--- config.mk ---
export PLATFORM = sky130hd
export DESIGN_NAME = imem_loader
export DESIGN_NICKNAME = d
export VERILOG_FILES = /design/src/rtl/imem_loader_pkg.sv /design/src/rtl/imem_loader_byte_to_word.sv /design/src/rtl/imem_loader.sv
export SDC_FILE = /design/constraint.sdc
export NUM_CORES = 1
export LEC_CHECK = 0
export BUFFER_PORTS_ARGS = -buffer_cell sky130_fd_sc_hd__buf_2
export CORE_MARGIN = 2
export CORE_UTILIZATION = 50
export CTS_CLUSTER_SIZE = 25
export DETAILED_ROUTE_END_ITERATION = 6
export PLACE_DENSITY = 0.79
export SYNTH_ARGS = -nofsm -noshare
export SYNTH_HDL_FRONTEND = slang
export SYNTH_HIERARCHICAL = 1
export SYNTH_SLANG_ARGS = --single-unit
--- constraint.sdc ---
create_clock -name clk -period 5.6 [get_ports clk]
set_input_delay 1.4 -clock clk [delete_from_list [all_inputs] [get_ports clk]]
set_output_delay 1.4 -clock clk [all_outputs]
set_load 0.03 [all_outputs]
--- src/rtl/imem_loader_pkg.sv ---
// Shared state encoding, error codes and address constants for the
// instruction-memory boot loader.
package imem_loader_pkg;

  typedef enum logic [2:0] {
    S_IDLE,
    S_LEN_HI,
    S_LEN_LO,
    S_DATA,
    S_CSUM,
    S_DONE,
    S_ERR
  } state_t;

  localparam logic [1:0] ERR_NONE = 2'd0;
  localparam logic [1:0] ERR_LEN  = 2'd1;
  localparam logic [1:0] ERR_TMO  = 2'd2;
  localparam logic [1:0] ERR_CSUM = 2'd3;

  // Reserved base for memory-mapping the loader status registers later on.
  localparam logic [31:0] PERIPH_BASE = 32'h4000_0000;

  // A load is in flight: the idle counter runs and the CPU is held.
  function automatic logic is_loading(input state_t s);
    return (s == S_LEN_HI) || (s == S_LEN_LO) || (s == S_DATA) || (s == S_CSUM);
  endfunction

endpackage

--- src/rtl/imem_loader_byte_to_word.sv ---
// Big-endian byte-to-word assembler: the first byte of each group of four
// lands in [31:23+1]; word_valid fires combinationally with the 4th byte.
module byte_to_word (
  input  logic        clk,
  input  logic        reset,
  input  logic        clear,
  input  logic        byte_valid,
  input  logic [7:0]  byte_data,
  output logic        word_valid,
  output logic [31:0] word
);

  logic [23:0] shift_q;
  logic [1:0]  cnt_q;

  always_ff @(posedge clk) begin
    if (reset || clear) begin
      shift_q <= '0;
      cnt_q   <= '0;
    end else if (byte_valid) begin
      shift_q <= {shift_q[15:0], byte_data};
      cnt_q   <= cnt_q + 2'd1;
    end
  end

  // The 4th byte is appended on the fly so the word is usable in its own cycle.
  assign word_valid = byte_valid && (cnt_q == 2'd3);
  assign word       = {shift_q, byte_data};

endmodule

--- src/rtl/imem_loader.sv ---
// Boot-time loader: parses a length/payload/checksum frame from the UART
// byte stream and writes big-endian words into the instruction RAM.
module imem_loader
  import imem_loader_pkg::*;
#(
  parameter int unsigned DEPTH_WORDS    = 32,
  parameter logic [31:0] BASE_ADDR      = 32'h0000_0000,
  parameter int unsigned TIMEOUT_CYCLES = 1_000_000
) (
  input  logic        clk,
  input  logic        reset,
  input  logic        start,
  input  logic [7:0]  rx_data,
  input  logic        rx_valid,
  output logic        wr_en,
  output logic [31:0] wr_addr,
  output logic [31:0] wr_data,
  output logic        cpu_hold,
  output logic        busy,
  output logic        done,
  output logic        error,
  output logic [1:0]  err_code
);

  localparam int unsigned IDXW = $clog2(DEPTH_WORDS) + 1;
  localparam int unsigned TW   = (TIMEOUT_CYCLES > 2) ? $clog2(TIMEOUT_CYCLES) : 1;
  localparam logic [TW-1:0] TMO_LAST = TW'(TIMEOUT_CYCLES - 1);

  state_t          state_q, state_n;
  logic [IDXW-1:0] idx_q;
  logic [15:0]     len_q;
  logic [15:0]     len_word;
  logic [7:0]      csum_q;
  logic [TW-1:0]   idle_q;
  logic            start_acc;
  logic            tmo;
  logic            last_word;
  logic            byte_valid;
  logic            word_valid;
  logic [31:0]     word;
  logic            err_set;
  logic [1:0]      err_cause;

  assign start_acc  = start && !is_loading(state_q) && (state_q != S_LEN_HI);
  assign tmo        = (idle_q == TMO_LAST);
  assign len_word   = {len_q[15:8], rx_data};
  assign last_word  = (32'(idx_q) + 32'd1) == 32'(len_q);
  assign byte_valid = rx_valid && (state_q == S_DATA);

  byte_to_word u_b2w (
    .clk        (clk),
    .reset      (reset),
    .clear      (start_acc),
    .byte_valid (byte_valid),
    .byte_data  (rx_data),
    .word_valid (word_valid),
    .word       (word)
  );

  always_ff @(posedge clk) begin
    if (reset) state_q <= S_IDLE;
    else       state_q <= state_n;
  end

  // rx_valid is tested before the timeout so a byte in the last idle cycle wins.
  always_comb begin
    state_n   = state_q;
    err_set   = 1'b0;
    err_cause = ERR_NONE;
    unique case (state_q)
      S_IDLE, S_DONE, S_ERR: begin
        if (start) state_n = S_LEN_HI;
      end
      S_LEN_HI: begin
        if (rx_valid) begin
          state_n = S_LEN_LO;
        end else if (tmo) begin
          state_n = S_ERR; err_set = 1'b1; err_cause = ERR_TMO;
        end
      end
      S_LEN_LO: begin
        if (rx_valid) begin
          if (len_word > 16'(DEPTH_WORDS)) begin
            state_n = S_ERR; err_set = 1'b1; err_cause = ERR_LEN;
          end else if (len_word == 16'd0) begin
            state_n = S_CSUM;
          end else begin
            state_n = S_DATA;
          end
        end else if (tmo) begin
          state_n = S_ERR; err_set = 1'b1; err_cause = ERR_TMO;
        end
      end
      S_DATA: begin
        if (rx_valid) begin
          if (word_valid && last_word) state_n = S_CSUM;
        end else if (tmo) begin
          state_n = S_ERR; err_set = 1'b1; err_cause = ERR_TMO;
        end
      end
      S_CSUM: begin
        if (rx_valid) begin
          if (rx_data == csum_q) begin
            state_n = S_DONE;
          end else begin
            state_n = S_ERR; err_set = 1'b1; err_cause = ERR_CSUM;
          end
        end else if (tmo) begin
          state_n = S_ERR; err_set = 1'b1; err_cause = ERR_TMO;
        end
      end
      default: state_n = S_IDLE;
    endcase
  end

  always_comb begin
    busy     = 1'b0;
    cpu_hold = 1'b0;
    done     = 1'b0;
    error    = 1'b0;
    unique case (state_q)
      S_LEN_HI, S_LEN_LO, S_DATA, S_CSUM: begin
        busy     = 1'b1;
        cpu_hold = 1'b1;
      end
      S_DONE: done = 1'b1;
      S_ERR: begin
        error    = 1'b1;
        cpu_hold = 1'b1;
      end
      default: ;
    endcase
  end

  always_ff @(posedge clk) begin
    if (reset) begin
      wr_en    <= 1'b0;
      wr_addr  <= '0;
      wr_data  <= '0;
      err_code <= ERR_NONE;
      idx_q    <= '0;
      len_q    <= '0;
      csum_q   <= '0;
      idle_q   <= '0;
    end else begin
      wr_en <= 1'b0;
      if (start_acc) begin
        err_code <= ERR_NONE;
        idx_q    <= '0;
        len_q    <= '0;
        csum_q   <= '0;
        idle_q   <= '0;
      end else begin
        if (is_loading(state_q) && !rx_valid) idle_q <= idle_q + 1'b1;
        else                                  idle_q <= '0;
        if (state_q == S_LEN_HI && rx_valid) len_q[15:8] <= rx_data;
        if (state_q == S_LEN_LO && rx_valid) len_q[7:0]  <= rx_data;
        if (byte_valid) csum_q <= csum_q ^ rx_data;
        if (word_valid) begin
          wr_en   <= 1'b1;
          wr_data <= word;
          wr_addr <= BASE_ADDR + (32'(idx_q) << 2);
          idx_q   <= idx_q + 1'b1;
        end
        if (err_set) err_code <= err_cause;
      end
    end
  end

endmodule

; ---- Yosys cells after proc, flatten, opt, wreduce, memory -nomap -nowiden
; Cells that the tools add are included.
[word_totals]
register_bits = 120
inputBits = 12
output_inout_bits = 71
word_cells = 87
[op_classes]
addsub = 4
order_cmp = 1
n_eq_ne = 13
muxes = 30
bitwise = 3
reduce_logical = 24
[op_table]
columns = cell, n
row1 = $mux 3, 9
row2 = $add 20x1->20 const B, 1
row3 = $eq 20x20->1 const B, 1
row4 = $eq 7x16->1, 1
row5 = $gt 16x6->1 const B, 1
row6 = $logic_not 16->1, 1
row7 = $pmux 3 s5, 1
row8 = $mux 1, 12
row9 = $mux 2, 6
row10 = $eq 3x3->1 const B, 3
row11 = $eq 8x8->1, 1
row12 = $logic_and 1x1->1, 8
row13 = $xor 8x8->8, 1
row14 = $add 6x1->7 const B, 1
row15 = $add 6x1->6 const B, 1
row16 = $eq 3x2->1 const B, 2
row17 = $pmux 2 s3, 1
row18 = $reduce_or 3->1, 2
row19 = $reduce_or 5->1, 1
row20 = $logic_or 1x1->1, 4
row21 = $reduce_and 2->1, 2
row22 = $reduce_or 2->1, 2
row23 = $reduce_or 4->1, 1
row24 = $eq 3x1->1 const B, 1
row25 = 9 further kinds, 11

; ---- Longest topological paths before layout
; Gate-level depths: netlist (run 1).
[depth]
ltp_word = 9
ltp_mapped = 13
mapped_depth_nobuf = 7

; ---- Hierarchy
; Netlist (run 1), hierarchy kept.
[by_module_without_submodules]
columns = module, instances, cells_per_inst, area_each_um2, seq_area_each_um2
row1 = imem_loader, 1, 536, 4266.6, 1881.8
row2 = byte_to_word, 1, 95, 1039.7, 520.5

; ---- Worst setup path before layout (run 1)
; OpenSTA, ideal clock, no wires.
[synth_timing]
path_type = input-to-reg
startpoint = input rx_valid
endpoint = register wr_data[10]
setup_time_ps = 70
arrival_ps = 3703
required_time_ps = 5530
path_slack_ps = 1827
stages = 12
n_path_buf = 6
path_cell_list = nor2b_1 -> and3_1 -> clkbuf_1 -> buf_6 -> buf_6 -> and2_1 -> clkbuf_1 -> a21boi_0 -> buf_2 -> buf_1 -> nand2_1 -> a21oi_1
[synth_between]
elab_chain_cells = 3
[synth_rtl]
columns = item, line_no
row1 = "start, declared", imem_loader.sv:14  ; input logic rx_valid,
row2 = $logic_and 1x1->1, imem_loader.sv:48  ; assign byte_valid = rx_valid && (state_q == S_DATA);
row3 = named net byte_valid, imem_loader.sv:38  ; logic byte_valid;
row4 = $logic_and 1x1->1, imem_loader_byte_to_word.sv:27  ; assign word_valid = byte_valid && (cnt_q == 2'd3);
row5 = named net word_valid, imem_loader.sv:39  ; logic word_valid;
row6 = $reduce_and 2->1 (no line), --
row7 = "end signal, assigned", imem_loader.sv:161  ; wr_data <= word;
row8 = "end, declared", imem_loader.sv:17  ; output logic [31:0] wr_data,
; The timed path passes the listed nets, and every way through them passes these cells.
; A chain may end at the register's enable or synchronous reset.

; ---- Final worst setup path (run 1)
[layout_timing]
startpoint = input rx_valid
endpoint = register state_q[0]
[layout_between]
elab_chain_cells = 5
elab_cells_between_ends = 10
classes_between = 1 x eq/ne / 5 x mux / 4 x reduce/logical
[layout_rtl]
columns = item, line_no
row1 = $logic_and 1x1->1, imem_loader.sv:48
row2 = $logic_and 1x1->1, imem_loader_byte_to_word.sv:27
row3 = named net word_valid, imem_loader.sv:39
row4 = $logic_and 1x1->1, imem_loader.sv:96  ; if (word_valid && last_word) state_n = S_CSUM;
row5 = $ne 3x2->1 (no line), --
row6 = $reduce_and 2->1 (no line), --
row7 = "end signal, assigned", imem_loader.sv:62  ; else state_q <= state_n;
row8 = "end, declared", imem_loader.sv:29  ; state_t state_q, state_n;
; The timed path passes the listed nets, and every way through them passes these cells.

==> results of run 1 <==
## power groups by stage
| stage | registers [µW] | logic [µW] | clock network [µW] |
|---|---|---|---|
| floorplan | 912 | 288 | 0 |
| global placement | 932 | 305 | 0 |
| detailed placement | 934 | 311 | 0 |
| CTS | 916 | 314 | 1030 |
| global route | 922 | 342 | 1070 |
| finish | 918 | 316 | 1020 |
## Yosys cell counts, types with 4 or more instances
cell type | instances | area share (%)
and3_1 | 8 | 0.94
nor4_1 | 6 | 0.71
and2_1 | 7 | 0.83
nand4_1 | 5 | 0.59
buf_2 | 8 | 0.75
dfxtp_1 | 120 | 45
buf_4 | 35 | 5.0
a21o_1 | 5 | 0.71
mux2i_1 | 27 | 5.1
buf_6 | 4 | 0.85
a31oi_1 | 4 | 0.47
clkbuf_1 | 18 | 1.3
and4_1 | 5 | 0.83
nor3_1 | 6 | 0.57
or3_1 | 7 | 0.83
nand2_1 | 132 | 9.3
nand3_1 | 10 | 0.94
nor2_1 | 63 | 4.5
xor2_1 | 27 | 4.5
a21oi_1 | 63 | 5.9
nor2b_1 | 4 | 0.47
o21ai_0 | 7 | 0.66
inv_1 | 6 | 0.42
xnor2_1 | 16 | 2.6
## per-layer routing
metal / global-route usage [%] / wire [µm] / vias up
li1: - / - / 2114
met1: 26.6 / 5040 / 2040
met2: 35.0 / 5740 / 170
met3: 6.20 / 831 / 23
met4: 9.09 / 212 / 0
met5: 0 / 0 / -
## through the flow
step / instances / utilization, % / hold slack, ns / setup slack (ns)
floorplan: 656 / - / 0.413 / 1.83
global placement: 783 / 52.6 / 0.423 / 1.74
detailed placement: 783 / 52.6 / 0.440 / 1.65
CTS: 812 / 58.0 / 0.447 / 2.15
global route: 812 / 58.0 / 0.462 / 1.89
finish: 812 / 58.0 / 0.441 / 2.10
## flip-flops by register name (all words and copies together) (netlist names)
register / cells
csum_q: 8
err_code: 2
idle_q: 20
idx_q: 6
len_q: 16
state_q: 3
u_b2w/cnt_q: 2
u_b2w/shift_q: 24
wr_addr: 6
wr_data: 32
wr_en: 1
## final cells by class
cell class              count  area (µm²)  share of cell area (%)
repair buffers             59         303                    5.05
clock inverters             8        98.8                    1.65
clock buffers              21         459                    7.66
inverters                   7        26.3                   0.439
multi-input cells         461        2530                    42.3
flip-flops and latches    120        2400                    40.1
well taps                 136         170                    2.84
## kinds of logic after synthesis
| logic type | Yosys count |
|---|---|
| AOI/OAI and AO/OA | 98 |
| xor gates and xnor gates | 43 |
| adders and majority gates | 3 |
| buffers and inverters | 75 |
| DFF | 120 |
| muxes | 27 |
| other | 1 |
| and+or+nand+nor | 264 |
## how the worst max path moves through the flow
stage | to | slack, ns | cells after the start
final | state_q[0] | 2.10 | 9
after global routing | state_q[0] | 1.89 | 9
after CTS | state_q[0] | 2.15 | 9
after detailed placement | state_q[0] | 1.65 | 9
after global placement | state_q[0] | 1.74 | 9
after floorplan | wr_data[10] | 1.83 | 12
==> results.ini, run 1 <==
[setup_path]
cp_max_fo=35
max_stage_delay_ns=0.44
start_kind=input pin
cp.buffers_inverters=2
r2r_slack_ns=2.66
timing.rr.start=state_q[2]
crit_start=rx_valid
criticalPathCategory=input pin to register
crit_family=simple AND/OR/NAND/NOR gates
slowest_stage=buf_4
crit_chain=buf_2, nor2b_1, and3_2, buf_4, and2_1, nor2b_1, o2111ai_1, o311ai_0, o31ai_1
reg2reg_depth=8
worstPathArrival_ns=3.88
r2r_end=state_q[0]
crit_path_frequent_cell=nor2b_1
cp_data_required_time_ns=5.98
cp-end-kind=register

[layout]
fillers=877
mostFrequentLayoutCell=nand2_1
design_area_um2=5990
areaGrowthSynthToFinish_pct=12.9
final_cell_mix=nand2_1 (132), dfxtp_1 (120), nor2_1 (63), a21oi_1 (63), buf_2 (56)
drive_above_1_share_pct=14.1
diodes=0
nNetsFinal=681

[clocking]
clock_latency_ns=0.51
hold_buffers=0
clock_path_buffers=2
root_buffer=clkbuf_8
clock_sinks=120
post_cts_buffers=0
cts_resized=0
cts_tree=yes
htree_levels=4
clkTransAtPathRegs_ns=0.05
numCtsBuffers=17

[drt]
via_per_inst=5.35
wire_per_inst_um=14.6
drtIter0Drc=308
finalWirelength_mm=11.8
via_count=4347
route.detailed.drc=0
drtPass1Iterations=5
ant_nets=0

[sta]
fin_crit_sh_pct=62.5
tightest_slew_ns=0.870
slew_violations=0
clock_skew_ns=0.00908
rsz0062_at_grt=no
fmax_ghz=0.286
setup_violations=0
fin_crit_ns=3.50
hold_viol=0
setup-tns-final_ns=0
slew_headroom_pct=42.0

[synthesis]
synth_edf_count=0
synth_flop_cell=dfxtp_1
ys_seq_elements=120
synth-async-reset-ratio_pct=0
yosysSeqAreaShare_pct=45.3
synthXorXnorAreaFrac_pct=7.10
syn_area_per_cell_um2=8.41
netlist_area_um2=5310
netlist-cell-type-count=53
synth-simple-area-share_pct=22.1
yosysWarningCount=6
synth_cells=631
synth-adder-area-share_pct=0.707
muxShareOfSynthArea_pct=5.09
synth_top_family_by_area=simple AND/OR/NAND/NOR gates
synth-compound-area-share_pct=10.7

[die]
die_area_um2=11500
rows=37
core_area_um2=10300
chipHeight_um=107
io_pins=83
initial_core_util_pct=51.4
chipWidth_um=107

[placed_design]
placed_area_um2=5430
io_buffer_count=56
gp_congestion=0.930
dp_hpwl_mm=7.91

[pwr]
p_int_uw=1620
finalPower_uw=2250
leakagePower_uw=0.00228
pwr_density_cell_nw_per_um2=376
seqPwrFrac_pct=40.7
p_switching_uw=631
sw_frac_of_total_pct=28.0
vdd_drop_max_mv=0.205
clock_power_share_pct=45.3
pwr-share-comb_pct=14.0

[grt]
grt_pass1_wl_mm=19.5
overflow=0
grt_start_max_net_pins=48
grt_pass1_vias=4055
antenna_found_initial=0
grt_usage_pct=21.5

[status]
status=finished clean

[hold_path]
min_to=idle_q[0]
hold_depth=1
hold_class=register to register
min_from=idle_q[0]

[run]
maxCapViolations=0

(Power assumes the default switching activity.)
==> run 2, diff against run 1 <==
Clock period 5.6 ns to 3.4 ns, I/O delays scaled along.
==> run 2 against run 1 <==
Worst setup slack got worse by 1.5 ns. Via count decreased by 1.2%. Clock power grew 80%. Register-to-register slack got worse by 1.7 ns. Non-clock buffer count up 2. Die area stayed put. Global-route usage shrank 0.57 points. Power rose by 72%. First-iteration DRC count is 21% higher. Routed wire length down 1.5%. Cell count is 0.62% higher. Sequential power rose by 64%. Critical endpoint is now busy. Largest cell class unchanged.
==> results.ini, run 2 (same netlist as run 1, synthesis figures left out) <==
[setup_path]
cp_data_required_time_ns=2.55
crit_family=simple AND/OR/NAND/NOR gates
crit_chain=or3_1, nand2_1, inv_2, buf_2
worstPathArrival_ns=1.96
max_stage_delay_ns=0.47
slowest_stage=or3_1
start_kind=register
cp-end-kind=output port
criticalPathCategory=register to output port
cp_max_fo=16
r2r_slack_ns=0.98
cp.buffers_inverters=2

[pwr]
vdd_drop_max_mv=0.337
finalPower_uw=3870
pwr_density_cell_nw_per_um2=639
leakagePower_uw=0.00232

[clocking]
hold_buffers=0
clock_sinks=120
numCtsBuffers=17
post_cts_buffers=0
root_buffer=clkbuf_8
htree_levels=4
clkTransAtPathRegs_ns=0.06
clock_latency_ns=0.52
cts_tree=yes
clock_path_buffers=2
cts_resized=0

[status]
status=finished clean

[drt]
wire_per_inst_um=14.2
finalWirelength_mm=11.6
via_count=4296
drtPass1Iterations=5
ant_nets=0
via_per_inst=5.26
drtIter0Drc=372
route.detailed.drc=0

[sta]
rsz0062_at_grt=no
fmax_ghz=0.356
fin_crit_sh_pct=82.7
slew_headroom_pct=38.5
hold_viol=0
tightest_slew_ns=0.922
slew_violations=0
setup-tns-final_ns=0
setup_violations=0
holdWs_ns=0.436
fin_ws_ns=0.590
fin_crit_ns=2.81
clock_skew_ns=0.00904

[layout]
mostFrequentLayoutCell=nand2_1
design_area_um2=6060
final_cell_mix=nand2_1 (132), dfxtp_1 (120), nor2_1 (63), a21oi_1 (63), buf_2 (56)
diodes=0
drive_above_1_share_pct=14.8
nNetsFinal=683
top_regs=wr_data: 32 flops, u_b2w/shift_q: 24 flops, idle_q: 20 flops
areaGrowthSynthToFinish_pct=14.2
largest_reg_flops=32
top_register=wr_data

[die]
die_area_um2=11500
initial_core_util_pct=51.4
core_area_um2=10300
chipHeight_um=107
io_pins=83
rows=37
chipWidth_um=107

[placed_design]
gp_congestion=0.873
post-place-ws_ns=0.495
dp_hpwl_mm=7.91
placed_area_um2=5450
io_buffer_count=56

[run]
maxCapViolations=0

[grt]
antenna_found_initial=0
grt_start_max_net_pins=40
grt_pass1_vias=3891
grt_pass1_wl_mm=19.0
grt_usage_pct=20.9
overflow=0

[hold_path]
hold_class=register to register

[run 2: cell types whose count changed in the layout (fill, tap and decap cells not counted), moves of 2 or more]
cell	delta
clkbuf_8	-2
buf_4	+2
clkinv_2	-2
inv_6	+6
[run 2: cell type report]
type	instances	area, µm²
Fill cell	914	4260
Clock buffer	18	428
Clock inverter	14	184
Timing Repair Buffer	61	318
Multi-Input combinational cell	461	2530
Sequential cell	120	2400
Inverter	7	26.3
Tap cell	136	170
[run 2: worst paths after layout]
kind,start,end,cells after the start
worst min-delay path,idle_q[0],idle_q[0],1
worst min register to register,idle_q[0],idle_q[0],1
worst max-delay path,state_q[0],busy,4
worst max register to register,state_q[2],state_q[0],7
[run 2: stage by stage]
stage | instances | util (%)
6_report | 817 | 58.7
5_1_grt | 817 | 58.7
4_1_cts | 817 | 58.7
3_5_place_dp | 785 | 52.8
3_3_place_gp | 785 | 52.8
2_1_floorplan | 656 | -
[run 2: routing by layer]
metal / track usage, % / up-vias / part of all wire [%]
met3: 5.29 / 16 / 5.8
met1: 26.1 / 2014 / 44
li1: - / 2119 / -
met4: 6.03 / 0 / 1.1
met5: 0 / - / 0
met2: 35.9 / 147 / 49
[run 2: power by group]
| group | switching (µW) | internal, µW | total [µW] |
|---|---|---|---|
| sequential | 64.5 | 1450 | 1510 |
| combinational | 378 | 144 | 522 |
| clock | 683 | 1160 | 1840 |
